<file path="src/rtl/viterbi_ctrl_pkg.sv">
// Shared types and constants for the Viterbi frame sequencer.
// Optional build macro used by the sequencer: VITERBI_CTRL_STATS_EN.
package viterbi_ctrl_pkg;

  typedef enum logic [2:0] {
    IDLE  = 3'd0,
    FEED  = 3'd1,
    FLUSH = 3'd2,
    DRAIN = 3'd3,
    DONE  = 3'd4
  } state_e;

  localparam logic [2:0] K_MIN     = 3'd3;
  localparam logic [2:0] K_MAX     = 3'd7;
  localparam logic [1:0] TAIL_ZERO = 2'b00;

  // Start command legality: constraint length in range and a non-empty frame that fits.
  function automatic logic cfg_ok(input int unsigned k, input int unsigned len,
                                  input int unsigned max_len);
    return (k >= 32'(K_MIN)) && (k <= 32'(K_MAX)) && (len >= 1) && (len <= max_len);
  endfunction

endpackage

</file>
<file path="src/rtl/viterbi_frame_ctrl_if.sv">
// Symbol stream handshake into the Viterbi frame sequencer: transfer when valid && ready.
interface viterbi_frame_ctrl_if;
  logic       sym_valid;
  logic       sym_ready;
  logic [1:0] sym_data;

  modport master (output sym_valid, output sym_data, input sym_ready);
  modport slave  (input sym_valid, input sym_data, output sym_ready);
endinterface

</file>
<file path="src/rtl/viterbi_valid_delay.sv">
// Fixed-depth marker delay line; tracks which decoder output cycles carry info bits.
// DEPTH must be at least 2.
module viterbi_valid_delay #(
  parameter int unsigned DEPTH = 15
) (
  input  logic clk,
  input  logic rst_n,
  input  logic i_in,
  output logic o_out
);

  logic [DEPTH-1:0] r_sr;

  // Shift one marker per clock; reset empties the line so an aborted frame leaves no strobes.
  always_ff @(posedge clk or negedge rst_n) begin
    if (!rst_n) r_sr <= '0;
    else        r_sr <= {r_sr[DEPTH-2:0], i_in};
  end

  assign o_out = r_sr[DEPTH-1];

endmodule

</file>
<file path="src/rtl/viterbi_frame_ctrl.sv">
// Frame sequencer in front of decoder_sys: feeds symbol pairs one per clock, appends K-1
// zero tail pairs, waits out the traceback and strobes decoded bits.
// Optional build macro: VITERBI_CTRL_STATS_EN adds o_stat_frames / o_stat_underruns.
module viterbi_frame_ctrl
  import viterbi_ctrl_pkg::*;
#(
  parameter  int unsigned MAX_FRAME_LEN   = 64,
  parameter  int unsigned TRACEBACK_DEPTH = 15,
  localparam int unsigned FLW             = $clog2(MAX_FRAME_LEN + 1)
) (
  input  logic                 clk,
  input  logic                 rst_n,
  input  logic                 i_start,
  input  logic [FLW-1:0]       i_frame_len,
  input  logic [2:0]           i_cfg_k,
  output logic                 o_busy,
  output logic                 o_err_cfg,
  output logic                 o_err_underrun,
  viterbi_frame_ctrl_if.slave  sym,
  output logic [1:0]           o_dec_encoded_bits,
  output logic [2:0]           o_dec_choose_k,
  input  logic                 i_dec_final_output,
  output logic                 o_bit_valid,
  output logic                 o_bit_data,
  output logic                 o_frame_done
`ifdef VITERBI_CTRL_STATS_EN
  ,
  output logic [15:0]          o_stat_frames,
  output logic [15:0]          o_stat_underruns
`endif
);

  state_e         r_state;
  logic [FLW-1:0] r_len;
  logic [FLW-1:0] r_cnt;
  logic [FLW-1:0] r_out_cnt;
  logic [2:0]     r_k;
  logic [1:0]     r_dec_bits;
  logic           r_mark;
  logic           r_err_cfg;
  logic           r_err_underrun;

  logic w_cfg_ok;
  logic w_accept;
  logic w_reject;
  logic w_starve;
  logic w_last_slot;
  logic w_last_tail;
  logic w_last_bit;
  logic w_valid_dly;

  assign w_cfg_ok    = cfg_ok(32'(i_cfg_k), 32'(i_frame_len), MAX_FRAME_LEN);
  assign w_accept    = (r_state == IDLE) && i_start &&  w_cfg_ok;
  assign w_reject    = (r_state == IDLE) && i_start && !w_cfg_ok;
  assign w_starve    = (r_state == FEED) && !sym.sym_valid;
  assign w_last_slot = (r_cnt == r_len - FLW'(1));
  assign w_last_tail = (r_cnt == FLW'(r_k) - FLW'(2));
  // Exit DRAIN on the strobe of the frame's final info bit rather than a fixed timer.
  assign w_last_bit  = w_valid_dly && (r_out_cnt == r_len - FLW'(1));

  // Frame sequencing; r_cnt is reused for info slots and then tail slots.
  always_ff @(posedge clk or negedge rst_n) begin
    if (!rst_n) begin
      r_state <= IDLE;
      r_cnt   <= '0;
    end else begin
      case (r_state)
        IDLE: if (w_accept) begin
          r_state <= FEED;
          r_cnt   <= '0;
        end
        FEED: if (w_last_slot) begin
          r_state <= FLUSH;
          r_cnt   <= '0;
        end else begin
          r_cnt <= r_cnt + FLW'(1);
        end
        FLUSH: if (w_last_tail) begin
          r_state <= DRAIN;
          r_cnt   <= '0;
        end else begin
          r_cnt <= r_cnt + FLW'(1);
        end
        DRAIN:   if (w_last_bit) r_state <= DONE;
        DONE:    r_state <= IDLE;
        default: r_state <= IDLE;
      endcase
    end
  end

  // Frame configuration latched only on an accepted start, held for the whole frame.
  always_ff @(posedge clk or negedge rst_n) begin
    if (!rst_n) begin
      r_len <= '0;
      r_k   <= K_MIN;
    end else if (w_accept) begin
      r_len <= i_frame_len;
      r_k   <= i_cfg_k;
    end
  end

  // Decoder input: a starved FEED slot is still consumed, as a zero pair.
  always_ff @(posedge clk or negedge rst_n) begin
    if (!rst_n) begin
      r_dec_bits <= TAIL_ZERO;
      r_mark     <= 1'b0;
    end else begin
      r_dec_bits <= ((r_state == FEED) && sym.sym_valid) ? sym.sym_data : TAIL_ZERO;
      r_mark     <= (r_state == FEED);
    end
  end

  // Error flags and count of info bits already strobed out.
  always_ff @(posedge clk or negedge rst_n) begin
    if (!rst_n) begin
      r_err_cfg      <= 1'b0;
      r_err_underrun <= 1'b0;
      r_out_cnt      <= '0;
    end else begin
      r_err_cfg <= w_reject;
      if (w_accept)      r_err_underrun <= 1'b0;
      else if (w_starve) r_err_underrun <= 1'b1;
      if (w_accept)         r_out_cnt <= '0;
      else if (w_valid_dly) r_out_cnt <= r_out_cnt + FLW'(1);
    end
  end

  viterbi_valid_delay #(.DEPTH(TRACEBACK_DEPTH)) u_valid_delay (
    .clk   (clk),
    .rst_n (rst_n),
    .i_in  (r_mark),
    .o_out (w_valid_dly)
  );

`ifdef VITERBI_CTRL_STATS_EN
  logic [15:0] r_stat_frames;
  logic [15:0] r_stat_underruns;

  // Wrapping activity counters: completed frames and starved FEED slots.
  always_ff @(posedge clk or negedge rst_n) begin
    if (!rst_n) begin
      r_stat_frames    <= '0;
      r_stat_underruns <= '0;
    end else begin
      if (r_state == DONE) r_stat_frames    <= r_stat_frames + 16'd1;
      if (w_starve)        r_stat_underruns <= r_stat_underruns + 16'd1;
    end
  end

  assign o_stat_frames    = r_stat_frames;
  assign o_stat_underruns = r_stat_underruns;
`endif

  assign o_busy             = (r_state != IDLE);
  assign sym.sym_ready      = (r_state == FEED);
  assign o_frame_done       = (r_state == DONE);
  assign o_err_cfg          = r_err_cfg;
  assign o_err_underrun     = r_err_underrun;
  assign o_dec_encoded_bits = r_dec_bits;
  assign o_dec_choose_k     = r_k;
  assign o_bit_valid        = w_valid_dly;
  assign o_bit_data         = w_valid_dly & i_dec_final_output;

endmodule

</file>
<file path="src/flat_wrapper.sv">
// flat-port wrapper written by rule: the top's interface ports become plain ports
module viterbi_frame_ctrl_flat import viterbi_ctrl_pkg::*;
#(
  parameter  int unsigned MAX_FRAME_LEN   = 64,
  parameter  int unsigned TRACEBACK_DEPTH = 15,
  localparam int unsigned FLW             = $clog2(MAX_FRAME_LEN + 1)
)
  (clk, rst_n, i_start, i_frame_len, i_cfg_k, o_busy, o_err_cfg, o_err_underrun, o_dec_encoded_bits, o_dec_choose_k, i_dec_final_output, o_bit_valid, o_bit_data, o_frame_done, sym_sym_valid, sym_sym_data, sym_sym_ready);
  viterbi_frame_ctrl_if sym_i ();
  input  logic clk;
  input  logic rst_n;
  input  logic i_start;
  input  logic [FLW-1:0] i_frame_len;
  input  logic [2:0] i_cfg_k;
  output logic o_busy;
  output logic o_err_cfg;
  output logic o_err_underrun;
  output logic [1:0] o_dec_encoded_bits;
  output logic [2:0] o_dec_choose_k;
  input  logic i_dec_final_output;
  output logic o_bit_valid;
  output logic o_bit_data;
  output logic o_frame_done;
  input wire logic [$bits(sym_i.sym_valid)-1:0] sym_sym_valid;
  input wire logic [$bits(sym_i.sym_data)-1:0] sym_sym_data;
  output wire logic [$bits(sym_i.sym_ready)-1:0] sym_sym_ready;
  assign sym_i.sym_valid = sym_sym_valid;
  assign sym_i.sym_data = sym_sym_data;
  assign sym_sym_ready = sym_i.sym_ready;
  viterbi_frame_ctrl #(.MAX_FRAME_LEN(MAX_FRAME_LEN), .TRACEBACK_DEPTH(TRACEBACK_DEPTH)) u_core (.clk(clk), .rst_n(rst_n), .i_start(i_start), .i_frame_len(i_frame_len), .i_cfg_k(i_cfg_k), .o_busy(o_busy), .o_err_cfg(o_err_cfg), .o_err_underrun(o_err_underrun), .sym(sym_i), .o_dec_encoded_bits(o_dec_encoded_bits), .o_dec_choose_k(o_dec_choose_k), .i_dec_final_output(i_dec_final_output), .o_bit_valid(o_bit_valid), .o_bit_data(o_bit_data), .o_frame_done(o_frame_done));
endmodule
</file>
<file path="config.mk">
export PLATFORM = sky130hd
export DESIGN_NAME = viterbi_frame_ctrl_flat
export DESIGN_NICKNAME = d
export VERILOG_FILES = /design/src/rtl/viterbi_ctrl_pkg.sv /design/src/rtl/viterbi_frame_ctrl_if.sv /design/src/rtl/viterbi_valid_delay.sv /design/src/rtl/viterbi_frame_ctrl.sv /design/src/flat_wrapper.sv
export SDC_FILE = /design/constraint.sdc
export NUM_CORES = 1
export LEC_CHECK = 0
export CORE_ASPECT_RATIO = 1.25
export CORE_MARGIN = 5
export CORE_UTILIZATION = 40
export CTS_BUF_LIST = sky130_fd_sc_hd__clkbuf_8
export CTS_CLUSTER_DIAMETER = 40
export DETAILED_ROUTE_END_ITERATION = 10
export GPL_TIMING_DRIVEN = 0
export PLACE_DENSITY = 0.6
export SETUP_SLACK_MARGIN = 0.4
export SYNTH_ARGS = -nofsm -noshare
export SYNTH_HDL_FRONTEND = slang
export SYNTH_SLANG_ARGS = --single-unit
</file>
<file path="constraint.sdc">
create_clock -name clk -period 2.25 [get_ports clk]
set_input_delay 0.3375 -clock clk [delete_from_list [all_inputs] [get_ports clk]]
set_output_delay 0.3375 -clock clk [all_outputs]
set_load 0.005 [all_outputs]
</file>
* Word-level counts from Yosys, hierarchy flattened
Index checks and enable logic that the tools add are counted. W data, S select, Z words.
Operators by class: order comparisons 3, reduce and logical (&&, ||, !) cells 17, equal/unequal tests 11, muxes and demuxes 14, bitwise logic cells 1, add/subtract/negate cells 4
Operators with widths (count):
- $mux W7 | 5
- $eq A7 B7 Y1 | 3
- $pmux W7 S3 | 1
- $add A7 B1 Y7 const B | 2
- $mux W3 | 4
- $pmux W3 S4 | 1
- $logic_and A1 B1 Y1 | 8
- $ne A2 B1 Y1 const B | 4
- $ge A7 B1 Y1 const B | 1
- $le A7 B7 Y1 const B | 1
- $sub A7 B1 Y7 const B | 1
- $eq A3 B2 Y1 const B | 2
- $reduce_bool A3 Y1 | 2
- $reduce_and A4 Y1 | 1
- $reduce_bool A2 Y1 | 2
- $sub A3 B2 Y4 const B | 1
- $eq A3 B1 Y1 const B | 1
- $eq A3 B3 Y1 const B | 1
- $ge A3 B2 Y1 const B | 1
- $logic_not A3 Y1 | 1
- $logic_not A1 Y1 | 2
- $mux W1 | 2
- $mux W2 | 1
- $reduce_and A2 Y1 | 1
- $and A1 B1 Y1 | 1
Storage, ports and cells: output and inout bits 12, register bits 47, input port bits 17, logic and storage cells 60

* Longest topological paths before layout
Gate-level depths: netlist of the first run.
depth in word-level cells 6, gate-level depth with buffers 8, gate-level depth less buffers 8

* Hierarchy
Synthesis of the first run repeated with hierarchy kept, for this count alone.
Second synthesis, totals: cells, all modules 209, area total of the unflattened synthesis 2250.9 µm²
By module, submodules not included:
- viterbi_frame_ctrl | area each 1875.5 µm², seq. area each 803.3 µm², times used 1, cells an instance 194
- viterbi_valid_delay | area each 375.4 µm², seq. area each 375.4 µm², times used 1, cells an instance 15

* Least setup slack after synthesis of the first run
Ideal clock, no wire load.
kind reg-to-reg, start register u_core.r_len[0], end register u_core.r_cnt[3], required time 2113 ps, slack 202 ps, stages on the path, launching flop included 9, data arrival time 1911 ps, cells stage by stage dfrtp_1 > inv_1 > ha_1 > nor3b_1 > xnor3_1 > nor4b_2 > a31oi_4 > o211ai_1 > o311ai_1
Between the ends: cells in the longest elaborated chain, start to end 4
RTL lines:
- start: declaration | line viterbi_frame_ctrl.sv:34 | logic [FLW-1:0] r_len;
- start signal: assignment | line viterbi_frame_ctrl.sv:97 | r_len <= i_frame_len;
- $sub A7 B1 Y7 | line viterbi_frame_ctrl.sv:56 | assign w_last_slot = (r_cnt == r_len - FLW'(1));
- $eq A7 B7 Y1 | line viterbi_frame_ctrl.sv:56
- $mux W7 | line viterbi_frame_ctrl.sv:72 | FEED: if (w_last_slot) begin
- $pmux W7 S3 | line viterbi_frame_ctrl.sv:67 | case (r_state)
- end signal: assignment | line viterbi_frame_ctrl.sv:76 | r_cnt <= r_cnt + FLW'(1);
- end signal: assignment | line viterbi_frame_ctrl.sv:82 | r_cnt <= r_cnt + FLW'(1);
- end: declaration | line viterbi_frame_ctrl.sv:35 | logic [FLW-1:0] r_cnt;
Every way passes these cells. A chain may end at the register's enable or synchronous reset.

* Final worst setup path of the first run
start register u_core.r_cnt[6], end register u_core.r_cnt[3]
Between the ends: cells in the longest elaborated chain, start to end 3, elaborated cells on any way between the ends 5, classes of those cells eq/ne (2); mux (3)
RTL lines (line):
- $eq A7 B7 Y1 (on tied branches) | viterbi_frame_ctrl.sv:57, viterbi_frame_ctrl.sv:56
- $mux W7 (on tied branches) | viterbi_frame_ctrl.sv:78, viterbi_frame_ctrl.sv:72
- $pmux W7 S3 (*) | viterbi_frame_ctrl.sv:67
Every way passes the cells marked *; elsewhere a longest branch is shown, timed or not.

==> run metrics, run 1 <==
crit start category=flop; M1 WL=2090 µm; Clock Latency Late Sink=approximately 0.31 ns; Setup Skew=0.00939 ns; FMAX=0.490 GHz; DR WL met3=~160 µm; sequential power share=0.335; critical path peak fanout=6; I/O pin total=29; drt total wl=4950 µm; Slew @ Worst Pin=0.616 ns; largest net degree at the start of global routing=29; layout cell share with drive strength beyond 1=0.282; Pwr Density=1410 mW/mm²; final-report hold violation count=0; endpoints failing setup=0; YS warnings=0; Tot GR Track Use=0.142; WL/cell=14.0 µm; cell area after synthesis=roughly 0.0023 mm²; routability cong.=0.811; H-tree levels=2; Synth area leader=dfrtp_1; maxcap violations=0; clock root cell=clkbuf_8; Leakage=1.43 nW; CTS max path bufs=2; library cells used by synthesis=42; Vias/cell=approximately 5.0; Clock Power Share=0.121; CP top delay family=simple AND/OR/NAND/NOR gates; Fin Hold WS=0.328 ns; met2 WL=2630 µm; fillers=roughly 500; initial DRC count=110; Area Growth Syn to Fin=39.1%; top layer in use=met4; Worst EP arrival=2.23 ns; Mapped Nets=248; maximum cell stage delay along the critical path=0.52 ns; CTS tree=yes; number of antenna diodes=0; clk slew on worst S/H paths=0.10 ns; Avg Synthesized Cell Area=around 10 µm²; DRC Markers=0; sequential fraction of the synthesis area=0.510; Pins Over Slew Limit=0; number of synthesized flops with an enable pin=0; Combinational Power Share=0.544; Layout Nets=307; total clock sinks=47; Yosys reg bits=47; Gate Count Post-Synth=227; Storage cell area=0.00119 mm²; RSZ-0062 raised after global routing=true; Final ANT Viol Nets=0; die area=0.00741 mm²; overall die width=78.0 µm; Async SR Flop Fraction=1.00; total gr overflow=0; setup tns final=0 ns; cells along the critical path=or4_4 -> o22a_1 -> nor4_4 -> o32ai_4 -> nor2_4 -> o311ai_2; most frequent cells in the layout=38 x nand2_1, 38 x dfrtp_1, 21 x nor2_1; NetSw=0.00177 W; # rows=31; die height=approximately 95 µm; Core ar.=approximately 0.0057 mm²; max_slew headroom=0.585; vias in the first global route=about 1700; IO Port Bufs=28; result of the run=finished, final reports clean; share of the synthesized area in the top cell type=0.487; DR pass1 iterations=5; Pint=0.00276 W; required time of the critical path=between 2 and 2.5 ns; Peak supply drop=0.875 mV; CP Capture Type=flop; first-pass GRT wire length=8490 µm; Final min period=between 2 and 2.5 ns; vias post-DR=approximately 1800; switch share=0.391; initial antenna violation count=0; Final Power=0.00453 W; crit path kind=flop to flop; footprint of the multi-input gates=about 0.0013 mm²; Tcrit/Tclk final=0.907; Post-DP HPWL=3470 µm; Tightest Hold Check Type=primary input to flop; CP bufs+invs=0; ranking of synthesized cells by area=dfrtp_1 49%, xnor2_1 9.1%, nand2_1 6.2%, nor2_1 3.9%, xor2_1 3.0%; CP max-delay cell=or4_4; Initial Util=0.406; Inserted Clock Buffers=5; top_reg_cell synth=dfrtp_1
[Yosys cell counts (all sizes together), types with 2 or more instances]
cell type and count:
a21o 2, nand3b 2, nor3 5, xnor2 24
and2 4, ha 4, nor4 2, or2b 2
dfstp 2, nor2 25, o21ai 12, or2 2
nor2b 3, o211ai 4, xor2 8, inv 8
dfrtp 45, and3 3, nand3 7, a21oi 2
nand2 38, clkbuf 4, o22ai 2, nand4 3
[registers in the layout (all words and copies together) (netlist names)]
register,count
u_core.r_mark,1
u_core.r_state,3
u_core.o_dec_choose_k,3
u_core.o_err_cfg,1
u_core.o_err_underrun,1
u_core.o_dec_encoded_bits,2
u_core.r_cnt,7
u_core.r_out_cnt,7
u_core.r_len,7
u_core.u_valid_delay.r_sr,15
[final timing paths]
path                                                   start                           end  slack (ns)  cells past startpoint
max in group asynchronous                              rst_n             u_core.r_state[0]        1.23                      3
worst max-delay path                         u_core.r_cnt[6]               u_core.r_cnt[3]        0.21                      6
min in group asynchronous                              rst_n               u_core.r_cnt[1]        0.51                      2
worst min register to register  u_core.u_valid_delay.r_sr[5]  u_core.u_valid_delay.r_sr[6]        0.36                      0
worst max register to register               u_core.r_cnt[6]               u_core.r_cnt[3]        0.21                      6
worst min-delay path                          i_frame_len[3]               u_core.r_len[3]        0.33                      3
[worst min-delay path, stage by stage]
cell,delay (ns)
dlymetal6s2s_1,0.16
nand2_1,0.07
nand2_1,0.04
[cell families (layout without fill, tap and decap cells)]
| logic type | after synthesis | count (layout) | synth area share |
|---|---|---|---|
| simple gates | 100 | 100 | 0.216 |
| mux | 1 | 1 | 0.00433 |
| compound gates | 29 | 29 | 0.0904 |
| flops | 47 | 47 | 0.510 |
| xor+xnor | 33 | 33 | 0.131 |
| buf+inv | 13 | 73 | 0.0271 |
| fa+ha+maj | 4 | 4 | 0.0216 |
[power by group through the flow]
stage,Clock (W),Combinational (W),Sequential (W)
after floorplan,0,0.00149,0.00146
after global placement,0,0.00193,0.00154
after detailed placement,0,0.00196,0.00154
after CTS,0.000562,0.00230,0.00151
after global routing,0.000599,0.00267,0.00156
final,0.000549,0.00246,0.00152
[through the flow]
step | cells | setup WS (ns) | util | cell area [µm²]
global placement | 321 | -0.446 | 0.479 | 2730
detailed placement | 322 | -0.265 | 0.482 | 2750
global route | 353 | 0.114 | 0.564 | 3220
CTS | 343 | 0.247 | 0.539 | 3070
floorplan | 227 | 0.378 | - | 2370
finish | 353 | 0.209 | 0.564 | 3220
[layout make-up]
class | count | area share
inverters | 8 | 0.0101
plain buffers | 5 | 0.0187
clock inverters | 3 | 0.00856
repair buffers | 52 | 0.151
well taps | 66 | 0.0257
multi-input cells | 167 | 0.396
flip-flops and latches | 47 | 0.369
clock buffers | 5 | 0.0214
[routing by layer]
metal  vias to the layer above  global-route usage
met5                         -                   0
met1                       856               0.176
met2                        32               0.253
li1                        885                   -
met4                         0              0.0380
met3                         5              0.0277
[repair_timing]
| item | 4_1_cts | 5_1_grt |
|---|---|---|
| hold endpoints to repair | 17 | 0 |
| setup endpoints to repair | 31 | 31 |
| buffers inserted | 12 | 10 |
| pin swaps | 9 | 15 |
| gates resized for setup | 41 | 18 |
| hold buffers | 1 | 0 |
(Power assumes the default switching activity.)
==> inputs of run 2 (changes only) <==
--- a/config.mk
+++ b/config.mk
@@ -11,9 +11,8 @@
 export CTS_BUF_LIST = sky130_fd_sc_hd__clkbuf_8
 export CTS_CLUSTER_DIAMETER = 40
 export DETAILED_ROUTE_END_ITERATION = 10
-export GPL_TIMING_DRIVEN = 0
+export GPL_TIMING_DRIVEN = 1
 export PLACE_DENSITY = 0.6
-export SETUP_SLACK_MARGIN = 0.4
 export SYNTH_ARGS = -nofsm -noshare
 export SYNTH_HDL_FRONTEND = slang
 export SYNTH_SLANG_ARGS = --single-unit
==> run metrics, run 2 (same netlist as run 1, synthesis figures left out) <==
I/O pin total=29 (unchanged); crit start category=flop; H-tree levels=2 (unchanged); most common cell after layout, fill and taps aside=dfrtp_1; vias in the first global route=1682 (-2.0%); Final Power=0.00410 W (-9.4%); Pwr Density=1390 mW/mm² (-0.99%); first-pass GRT wire length=8010 µm (-5.6%); die area=0.00741 mm² (unchanged); Worst EP arrival=1.79 ns (-0.44 ns); FMAX=0.470 GHz (-4.1%); # rows=31 (unchanged); routability cong.=0.828 (+2.0%); Layout Nets=299 (-2.6%); initial DRC count=51 (-54%); most frequent cells in the layout=45 x dfrtp_1, 38 x nand2_1, 27 x clkdlybuf4s50_1; number of antenna diodes=0 (unchanged); clk slew on worst S/H paths=0.08 ns (-0.02 ns); Post-DP HPWL=3490 µm (+0.68%); critical path peak fanout=4 (-2); max_slew headroom=0.612 (+0.0273); vias post-DR=1730 (-2.7%); endpoints failing setup=0 (unchanged); drt total wl=4590 µm (-7.2%); max reg flops=15 (unchanged); met2 WL=2280 µm (-13%); Tot GR Track Use=0.135 (-0.00710); DRC Markers=0 (unchanged); total gr overflow=0 (unchanged); IO Port Bufs=28 (unchanged); Final ANT Viol Nets=0 (unchanged); CTS tree=yes; die height=95.0 µm (unchanged); Tightest Hold Check Type=primary input to async pin; Peak supply drop=0.502 mV (-43%); Initial Util=0.406 (unchanged); CTS max path bufs=2 (unchanged); CTS Hold Bufs=0 (-1); DR pass1 iterations=4 (-1); Vias/cell=5.01 (-0.44%); clock root cell=clkbuf_8; Final min period=2.13 ns (+0.0879 ns); total clock sinks=47 (unchanged); CP bufs+invs=2 (+2); M1 WL=2090 µm (+0.19%); Leakage=1.31 nW (-8.4%); layout cell share with drive strength beyond 1=0.161 (-0.121); Clock Latency Late Sink=0.30 ns (about the same); crit path kind=flop to output pin; result of the run=finished, final reports clean; final-report hold violation count=0 (unchanged); Tcrit/Tclk final=0.946 (+0.0391); Post-DP Area=0.00279 mm² (+1.6%); Finished Core Util=0.516 (-0.0478); Pins Over Slew Limit=0 (unchanged); Biggest register=u_core.u_valid_delay.r_sr; WL/cell=13.3 µm (-5.1%); Slew @ Worst Pin=0.582 ns (-0.0344 ns); Setup Skew=0.00396 ns (-0.00543 ns); top layer in use=met4; Inserted Clock Buffers=5 (unchanged); largest net degree at the start of global routing=48 (+66%); maximum cell stage delay along the critical path=0.50 ns (-0.02 ns); CP max-delay cell=clkdlybuf4s50_1; CP top delay family=buffers and inverters; overall die width=78.0 µm (unchanged); initial antenna violation count=0 (unchanged); required time of the critical path=1.91 ns (-0.53 ns); DR WL met3=139 µm (-15%); Final Instance Area=0.00294 mm² (-8.5%); fillers=548 (+9.2%); CP Capture Type=output pin; cells along the critical path=or2b_4 -> or2_4 -> inv_1 -> clkdlybuf4s50_1; Core ar.=0.00570 mm² (unchanged); maxcap violations=0 (unchanged); Area Growth Syn to Fin=27.3%
[run 2: report_power, final]
| part | internal, W | switching [W] |
|---|---|---|
| Sequential | 0.00120 | 0.000301 |
| Combinational | 0.00112 | 0.000984 |
| Clock | 0.000219 | 0.000280 |
| Total | 0.00254 | 0.00156 |
[run 2: area by class of cell]
type                       instances  area (µm²)  share of cell area
clock buffer                       5        68.8              0.0234
multi-input combinational        167        1120               0.380
inverter                           8        30.0              0.0102
timing repair buffer              49         445               0.151
clock inverter                     3        20.0             0.00680
sequential                        47        1180               0.400
tap                               66        82.6              0.0280
[run 2: repair_timing]
action	CTS	global route
setup buffers	0	2
pin swaps	0	5
resized for setup	2	5
setup endpoints to repair	2	9
[run 2: worst register-to-register path, stage by stage (launching register included)]
cell,delay (ns)
dfrtp_1,0.38
inv_1,0.08
ha_1,0.16
nor3b_2,0.15
buf_4,0.14
xnor3_1,0.19
nor4b_2,0.16
buf_4,0.15
a31oi_4,0.28
nor2_4,0.08
o311ai_2,0.25
[run 2: worst paths after layout]
| check | slack [ns] | cells after the start | endpoint | from |
|---|---|---|---|---|
| min | 0.12 | 2 | u_core.r_out_cnt[1] | rst_n |
| min reg2reg | 0.35 | 0 | u_core.u_valid_delay.r_sr[10] | u_core.u_valid_delay.r_sr[9] |
| max | 0.12 | 4 | sym_sym_ready | u_core.r_state[1] |
| max in group asynchronous | 1.74 | 2 | u_core.o_dec_choose_k[2] | rst_n |
| max reg2reg | 0.15 | 10 | u_core.r_cnt[3] | u_core.r_len[0] |
| min in group clk | 0.35 | 0 | u_core.u_valid_delay.r_sr[10] | u_core.u_valid_delay.r_sr[9] |
[run 2: layer usage]
metal  track usage  vias up
met5             0        -
met4        0.0507        0
met3        0.0258        6
met2         0.231       24
met1         0.170      826
li1              -      874
[run 2: stage by stage]
stage / worst slack [ns] / instances / setup TNS, ns / hold slack (ns)
2_1_floorplan: 0.202 / 227 / 0 / 0.0419
3_3_place_gp: 0.0155 / 335 / 0 / 0.337
3_5_place_dp: 0.0173 / 335 / 0 / 0.335
4_1_cts: 0.0192 / 343 / 0 / 0.128
5_1_grt: -0.00184 / 345 / -0.00184 / 0.159
6_report: 0.121 / 345 / 0 / 0.123
